$ cat src/rtl/mips_single_cycle_core.sv
// mips_single_cycle_core
//   Single-cycle 32-bit MIPS core: PC, 32x32 register file, ALU, decode and
//   next-PC selection. Each instruction is fetched, executed and retired in
//   one clk period. Instruction and data memories are external and read
//   combinationally.
//
// Ports
//   clk        system clock, all state updates on the rising edge
//   rst        asynchronous active-low reset (PC <= RESET_PC, registers <= 0)
//   inst_adr   byte address of the current instruction (PC)
//   inst       instruction word for inst_adr
//   data_adr   data memory byte address (ALU result, always driven)
//   data_out   read data from data memory
//   data_in    write data to data memory (rt value, always driven)
//   mem_read   high while executing lw
//   mem_write  high while executing sw; memory writes on the rising edge
//
// Supported: add sub and or slt jr addi slti lw sw beq j jal.
// Any other encoding retires as a no-op that advances PC by 4.

module mips_single_cycle_core #(
  parameter logic [31:0] RESET_PC = 32'h0000_0000
) (
  input  logic        clk,
  input  logic        rst,
  output logic [31:0] inst_adr,
  input  logic [31:0] inst,
  output logic [31:0] data_adr,
  input  logic [31:0] data_out,
  output logic [31:0] data_in,
  output logic        mem_read,
  output logic        mem_write
);

  localparam logic [5:0] OP_RTYPE = 6'b000000;
  localparam logic [5:0] OP_ADDI  = 6'b001000;
  localparam logic [5:0] OP_SLTI  = 6'b001010;
  localparam logic [5:0] OP_LW    = 6'b100011;
  localparam logic [5:0] OP_SW    = 6'b101011;
  localparam logic [5:0] OP_BEQ   = 6'b000100;
  localparam logic [5:0] OP_J     = 6'b000010;
  localparam logic [5:0] OP_JAL   = 6'b000011;

  localparam logic [5:0] FN_ADD = 6'b100000;
  localparam logic [5:0] FN_SUB = 6'b100010;
  localparam logic [5:0] FN_AND = 6'b100100;
  localparam logic [5:0] FN_OR  = 6'b100101;
  localparam logic [5:0] FN_SLT = 6'b101010;
  localparam logic [5:0] FN_JR  = 6'b001000;

  typedef enum logic [2:0] {
    ALU_ADD,
    ALU_SUB,
    ALU_AND,
    ALU_OR,
    ALU_SLT
  } alu_op_e;

  // Instruction fields
  logic [5:0]  op;
  logic [4:0]  rs;
  logic [4:0]  rt;
  logic [4:0]  rd;
  logic [5:0]  funct;
  logic [31:0] imm_sext;

  assign op       = inst[31:26];
  assign rs       = inst[25:21];
  assign rt       = inst[20:16];
  assign rd       = inst[15:11];
  assign funct    = inst[5:0];
  assign imm_sext = {{16{inst[15]}}, inst[15:0]};

  // Decoded control
  logic    rf_we;
  logic    dst_rd;
  logic    dst_ra;
  logic    alu_imm;
  alu_op_e alu_op;
  logic    wb_mem;
  logic    wb_link;
  logic    is_beq;
  logic    is_jump;
  logic    is_jr;

  always_comb begin
    rf_we     = 1'b0;
    dst_rd    = 1'b0;
    dst_ra    = 1'b0;
    alu_imm   = 1'b0;
    alu_op    = ALU_ADD;
    wb_mem    = 1'b0;
    wb_link   = 1'b0;
    is_beq    = 1'b0;
    is_jump   = 1'b0;
    is_jr     = 1'b0;
    mem_read  = 1'b0;
    mem_write = 1'b0;
    unique case (op)
      OP_RTYPE: begin
        case (funct)
          FN_ADD: begin rf_we = 1'b1; dst_rd = 1'b1; alu_op = ALU_ADD; end
          FN_SUB: begin rf_we = 1'b1; dst_rd = 1'b1; alu_op = ALU_SUB; end
          FN_AND: begin rf_we = 1'b1; dst_rd = 1'b1; alu_op = ALU_AND; end
          FN_OR:  begin rf_we = 1'b1; dst_rd = 1'b1; alu_op = ALU_OR;  end
          FN_SLT: begin rf_we = 1'b1; dst_rd = 1'b1; alu_op = ALU_SLT; end
          FN_JR:  is_jr = 1'b1;
          default: ;
        endcase
      end
      OP_ADDI: begin rf_we = 1'b1; alu_imm = 1'b1; alu_op = ALU_ADD; end
      OP_SLTI: begin rf_we = 1'b1; alu_imm = 1'b1; alu_op = ALU_SLT; end
      OP_LW: begin
        rf_we    = 1'b1;
        alu_imm  = 1'b1;
        wb_mem   = 1'b1;
        mem_read = 1'b1;
      end
      OP_SW: begin
        alu_imm   = 1'b1;
        mem_write = 1'b1;
      end
      OP_BEQ: is_beq = 1'b1;
      OP_J:   is_jump = 1'b1;
      OP_JAL: begin
        is_jump = 1'b1;
        rf_we   = 1'b1;
        dst_ra  = 1'b1;
        wb_link = 1'b1;
      end
      default: ;
    endcase
  end

  // Register file: $0 is never written and always reads zero
  logic [31:0] rf_q [32];
  logic [31:0] rs_val;
  logic [31:0] rt_val;
  logic [4:0]  rf_waddr;
  logic [31:0] rf_wdata;

  assign rs_val = (rs == 5'd0) ? 32'd0 : rf_q[rs];
  assign rt_val = (rt == 5'd0) ? 32'd0 : rf_q[rt];

  // ALU
  logic [31:0] alu_b;
  logic [31:0] alu_y;

  assign alu_b = alu_imm ? imm_sext : rt_val;

  always_comb begin
    alu_y = 32'd0;
    case (alu_op)
      ALU_ADD: alu_y = rs_val + alu_b;
      ALU_SUB: alu_y = rs_val - alu_b;
      ALU_AND: alu_y = rs_val & alu_b;
      ALU_OR:  alu_y = rs_val | alu_b;
      ALU_SLT: alu_y = {31'd0, $signed(rs_val) < $signed(alu_b)};
      default: alu_y = 32'd0;
    endcase
  end

  // PC and next-PC selection
  logic [31:0] pc_q;
  logic [31:0] pc_d;
  logic [31:0] pc_plus4;

  assign pc_plus4 = pc_q + 32'd4;

  always_comb begin
    pc_d = pc_plus4;
    if (is_jr)
      pc_d = rs_val;
    else if (is_jump)
      pc_d = {pc_plus4[31:28], inst[25:0], 2'b00};
    else if (is_beq && (rs_val == rt_val))
      pc_d = pc_plus4 + {imm_sext[29:0], 2'b00};
  end

  always_ff @(posedge clk or negedge rst) begin
    if (!rst)
      pc_q <= RESET_PC;
    else
      pc_q <= pc_d;
  end

  // Write-back
  always_comb begin
    rf_waddr = rt;
    if (dst_ra)
      rf_waddr = 5'd31;
    else if (dst_rd)
      rf_waddr = rd;
  end

  always_comb begin
    rf_wdata = alu_y;
    if (wb_link)
      rf_wdata = pc_plus4;
    else if (wb_mem)
      rf_wdata = data_out;
  end

  always_ff @(posedge clk or negedge rst) begin
    if (!rst) begin
      for (int i = 0; i < 32; i++)
        rf_q[i] <= 32'd0;
    end else if (rf_we && (rf_waddr != 5'd0)) begin
      rf_q[rf_waddr] <= rf_wdata;
    end
  end

  assign inst_adr = pc_q;
  assign data_adr = alu_y;
  assign data_in  = rt_val;

endmodule

$ cat config.mk
export PLATFORM = sky130hd
export DESIGN_NAME = mips_single_cycle_core
export DESIGN_NICKNAME = d
export VERILOG_FILES = /design/src/rtl/mips_single_cycle_core.sv
export SDC_FILE = /design/constraint.sdc
export NUM_CORES = 2
export LEC_CHECK = 0
export BUFFER_PORTS_ARGS = -buffer_cell sky130_fd_sc_hd__buf_4
export CORE_MARGIN = 2
export CORE_UTILIZATION = 30
export CTS_CLUSTER_SIZE = 30
export DETAILED_ROUTE_END_ITERATION = 8
export PLACE_DENSITY = 0.53
export RECOVER_POWER = 100
export SYNTH_ARGS = -nofsm -noshare
export SYNTH_HDL_FRONTEND = slang
export SYNTH_SLANG_ARGS = --single-unit
$ cat constraint.sdc
create_clock -name clk -period 8 [get_ports clk]
set_input_delay 0.4 -clock clk [delete_from_list [all_inputs] [get_ports clk]]
set_output_delay 0.4 -clock clk [all_outputs]
set_load 0.05 [all_outputs]
==> impl_metrics.py <==
metrics = {
    "outcome": {
        "run_status": "complete, but fails checks",
        "violated_checks": "capacitance limit, slew limit",
    },
    "floorplan": {
        "core_um2": 207000,
        "fp-row-count": 167,
        "fp.dieW_um": 461,
        "full_die_area_um2": 212000,
        "die_height_um": 461,
        "num_io_pins": 164,
        "starting_density_of_the_core": 0.302,
    },
    "synthesis": {
        "synth.lib_cells_used.distinct": 82,
        "synth_area_leaders": "sky130_fd_sc_hd__dfrtp_1, sky130_fd_sc_hd__mux4_2, sky130_fd_sc_hd__o21ai_0",
        "yosys.area.top_type": "sky130_fd_sc_hd__dfrtp_1",
        "synth_area_um2": 62600,
        "number_of_enable_flip_flop_cells_after_synthesis": 0,
        "synth_top_area_share": 0.422,
        "synth_area_per_cell_um2": 10.2,
        "synth_async_sr_flop_share": 1.00,
        "syn_nets": 6307,
        "post_synthesis_sequential_element_count": 1056,
        "synth_cells": 6109,
        "synth_ff_type": "sky130_fd_sc_hd__dfrtp_1",
        "yosys_warnings": 0,
        "synth_sequential_area_ratio": 0.422,
    },
    "placement": {
        "hpwlAfterDp_um": 165000,
        "port_buffers": 163,
        "gp_congestion": 0.958,
    },
    "finish": {
        "area.growth.synth_to_final_pct": 13.0,
        "fraction_of_layout_instances_using_a_drive_strength_above_1": 0.187,
        "final_cell_mix": "sky130_fd_sc_hd__dfrtp_1, sky130_fd_sc_hd__nand2_1, sky130_fd_sc_hd__o21ai_0",
        "layout_commonest_cell": "sky130_fd_sc_hd__dfrtp_1",
        "final_core_utilization": 0.341,
        "num-nets-final": 6260,
    },
    "sta": {
        "grt_setup_unrepaired": "no",
        "report.final.hold_viol_count": 0,
        "fin_setup_tns_ps": 0,
        "maxSlewViolCount": 1054,
        "timing.clock.skew_ps": 57.2,
        "slew-limit-headroom": -2.54,
        "layout_worst_path_cycle_share": 0.962,
        "worst_slew_pin_slew_ps": 5310,
        "finalSetupViolations": 0,
        "timing.fmax_mhz": 130,
        "layout_min_cycle_time_ps": 7690,
        "whs_ps": 48.4,
    },
    "worst_setup_path": {
        "reg2reg_from": "rf_q[645]",
        "startpoint": "inst[21]",
        "cp.arrival_ps": 7290,
        "reg2regPathDepth": 21,
        "timing.critical_path.required_ps": 7600,
        "path_max_fanout": 40,
        "criticalPathCategory": "input port to output pin",
        "setup.worst_path.end_class": "output pin",
        "crit_start_category": "input port",
    },
    "power_and_ir_drop": {
        "share_clk_of_total_power": 0.397,
        "ir_worst_vdd_uv": 188,
        "power_switching_share": 0.320,
        "powerDensity_nw_per_um2": 206,
        "switchingPower_mw": 4.67,
        "comb_power_share": 0.201,
        "sequentialPowerShare": 0.402,
        "total_power_mw": 14.6,
        "internal_power_mw": 9.91,
        "static-leakage-power_nw": 29.6,
    },
    "routing": {
        "antenna_violating_nets_post_route": 0,
        "dr.first_iter.drc_count": 5003,
        "vias_after_detailed_routing": 50742,
        "route.final.wire_length_um": 249000,
        "firstDrtPassIters": 6,
        "post_drt_via_cell_ratio": 5.67,
        "residual_drc": 0,
        "routedWlPerCell_um": 27.8,
    },
    "clock_tree": {
        "tritoncts": "yes",
        "cts_resized": 0,
        "cts_bufs_inserted": 112,
        "ctsHtreeMaxLevel": 3,
        "cts.path.max_buffers": 3,
        "clock-sinks": 1056,
        "postCtsSetupRepairBufs": 0,
        "worst_skew_pair.late_latency_ps": 790,
        "worst_setup_hold_path_clk_slew_ps": 60,
        "clockRootBuffer": "sky130_fd_sc_hd__clkbuf_16",
    },
    "grt": {
        "antenna_found_initial": 7,
        "first_pass_grt_wire_length_um": 360000,
        "pin_count_of_the_biggest_net_entering_global_routing": 158,
        "track_usage": 0.231,
        "grt_pass1_vias": 49452,
        "grt.overflow.total": 0,
    },
    "worst_hold_path": {
        "worstHoldPathType": "input port to flop",
        "min_path_cells": 3,
        "min_from": "inst[13]",
    },
    "flow_run": {
        "drv.max_cap_violation_count": 22,
    },
}
==> synth_stat cells (all sizes together) (18+ instances only) <==
cell type / number
nand2b: 20
a21o: 21
buf: 146
nor2b: 19
mux2: 71
a211oi: 33
nor3: 43
xor2: 39
a221oi: 21
and2: 30
a21oi: 268
inv: 133
nor4: 26
clkbuf: 427
a22oi: 32
o221ai: 24
nand3: 74
ha: 129
a31oi: 24
o31ai: 49
and3: 20
o21ai: 956
xnor2: 65
o22ai: 46
mux4: 520
dfrtp: 1056
or3: 18
o211ai: 33
mux2i: 147
nand2: 1069
nor2: 377
==> critical path, cell delays in order <==
cell and delay (ps):
sky130_fd_sc_hd__buf_8 390, sky130_fd_sc_hd__buf_12 250, sky130_fd_sc_hd__mux4_2 520, sky130_fd_sc_hd__and2_1 170, sky130_fd_sc_hd__a2111oi_0 940, sky130_fd_sc_hd__nor4_1 310
sky130_fd_sc_hd__clkbuf_1 280, sky130_fd_sc_hd__ha_1 500, sky130_fd_sc_hd__o21a_1 210, sky130_fd_sc_hd__o211ai_1 90, sky130_fd_sc_hd__o21ai_1 450, sky130_fd_sc_hd__a211o_1 210
sky130_fd_sc_hd__a21oi_1 110, sky130_fd_sc_hd__nor3_1 390, sky130_fd_sc_hd__o41ai_1 130, sky130_fd_sc_hd__clkbuf_1 180, sky130_fd_sc_hd__nor4_1 270, sky130_fd_sc_hd__o221ai_1 220
sky130_fd_sc_hd__and3_1 240, sky130_fd_sc_hd__o21ai_0 230, sky130_fd_sc_hd__buf_4 200, sky130_fd_sc_hd__o21ai_0 160, sky130_fd_sc_hd__buf_4 250
==> cell families after synthesis <==
kind of cell,count (synthesis),synth area share
DFF,1056,0.422
AOI/OAI and AO/OA,1634,0.149
muxes,738,0.223
buffers and inverters,707,0.0492
xor gates and xnor gates,104,0.0146
adders and majority gates,132,0.0267
and+or+nand+nor,1738,0.114
==> state kept, by name, summed over array words and instances, names as in the netlist <==
name      cells
rf_q       1024
inst_adr     32
==> final cells by class <==
| class | instances | area (um^2) |
|---|---|---|
| Timing Repair Buffer | 412 | 2970 |
| Clock buffer | 157 | 3200 |
| Clock inverter | 55 | 851 |
| Fill cell | 21083 | 137000 |
| Tap cell | 2788 | 3490 |
| Multi-Input combinational cell | 4346 | 33300 |
| Antenna cell | 2 | 5.00 |
| Sequential cell | 1056 | 26400 |
| Inverter | 134 | 505 |
==> metal layers <==
metal  track usage  up-vias  wire, um  part of all wire
li1              -    22014         -                 -
met1         0.319    25988    105000              0.42
met2         0.360     2299    113000              0.45
met3        0.0384      441     20300             0.082
met4        0.0976        0     10800             0.043
met5             0        -         0                 0
==> metrics by stage <==
step | worst slack, ps | cells | instance area [um^2]
after detailed placement | 564 | 8726 | 67300
after global routing | 231 | 8949 | 70800
final | 307 | 8950 | 70800
after global placement | 523 | 8726 | 67300
after CTS | 703 | 8948 | 71400
after floorplan | 183 | 6109 | 62600
==> repair_timing <==
action,4_1_cts,5_1_grt
endpoints found under the setup margin,0,0
endpoints found under the hold margin,87,0
hold buffers,10,0
==> worst paths after layout <==
kind                                     end  slack (ps)
max in group asynchronous          rf_q[377]        1250
worst max register to register     rf_q[669]         510
min in group asynchronous          rf_q[223]        2110
worst min-delay path            inst_adr[15]          50
worst min register to register    rf_q[1001]         400
worst max-delay path            data_adr[31]         310
==> power by group through the flow <==
stage / logic [mW] / registers [mW] / clock network (mW)
after CTS: 3.00 / 5.86 / 5.89
after global routing: 3.12 / 5.89 / 6.10
after floorplan: 1.75 / 6.00 / 0
final: 2.92 / 5.87 / 5.79
after detailed placement: 2.99 / 5.95 / 0
after global placement: 2.98 / 5.94 / 0
No activity file was read; power rests on OpenSTA's default activity.
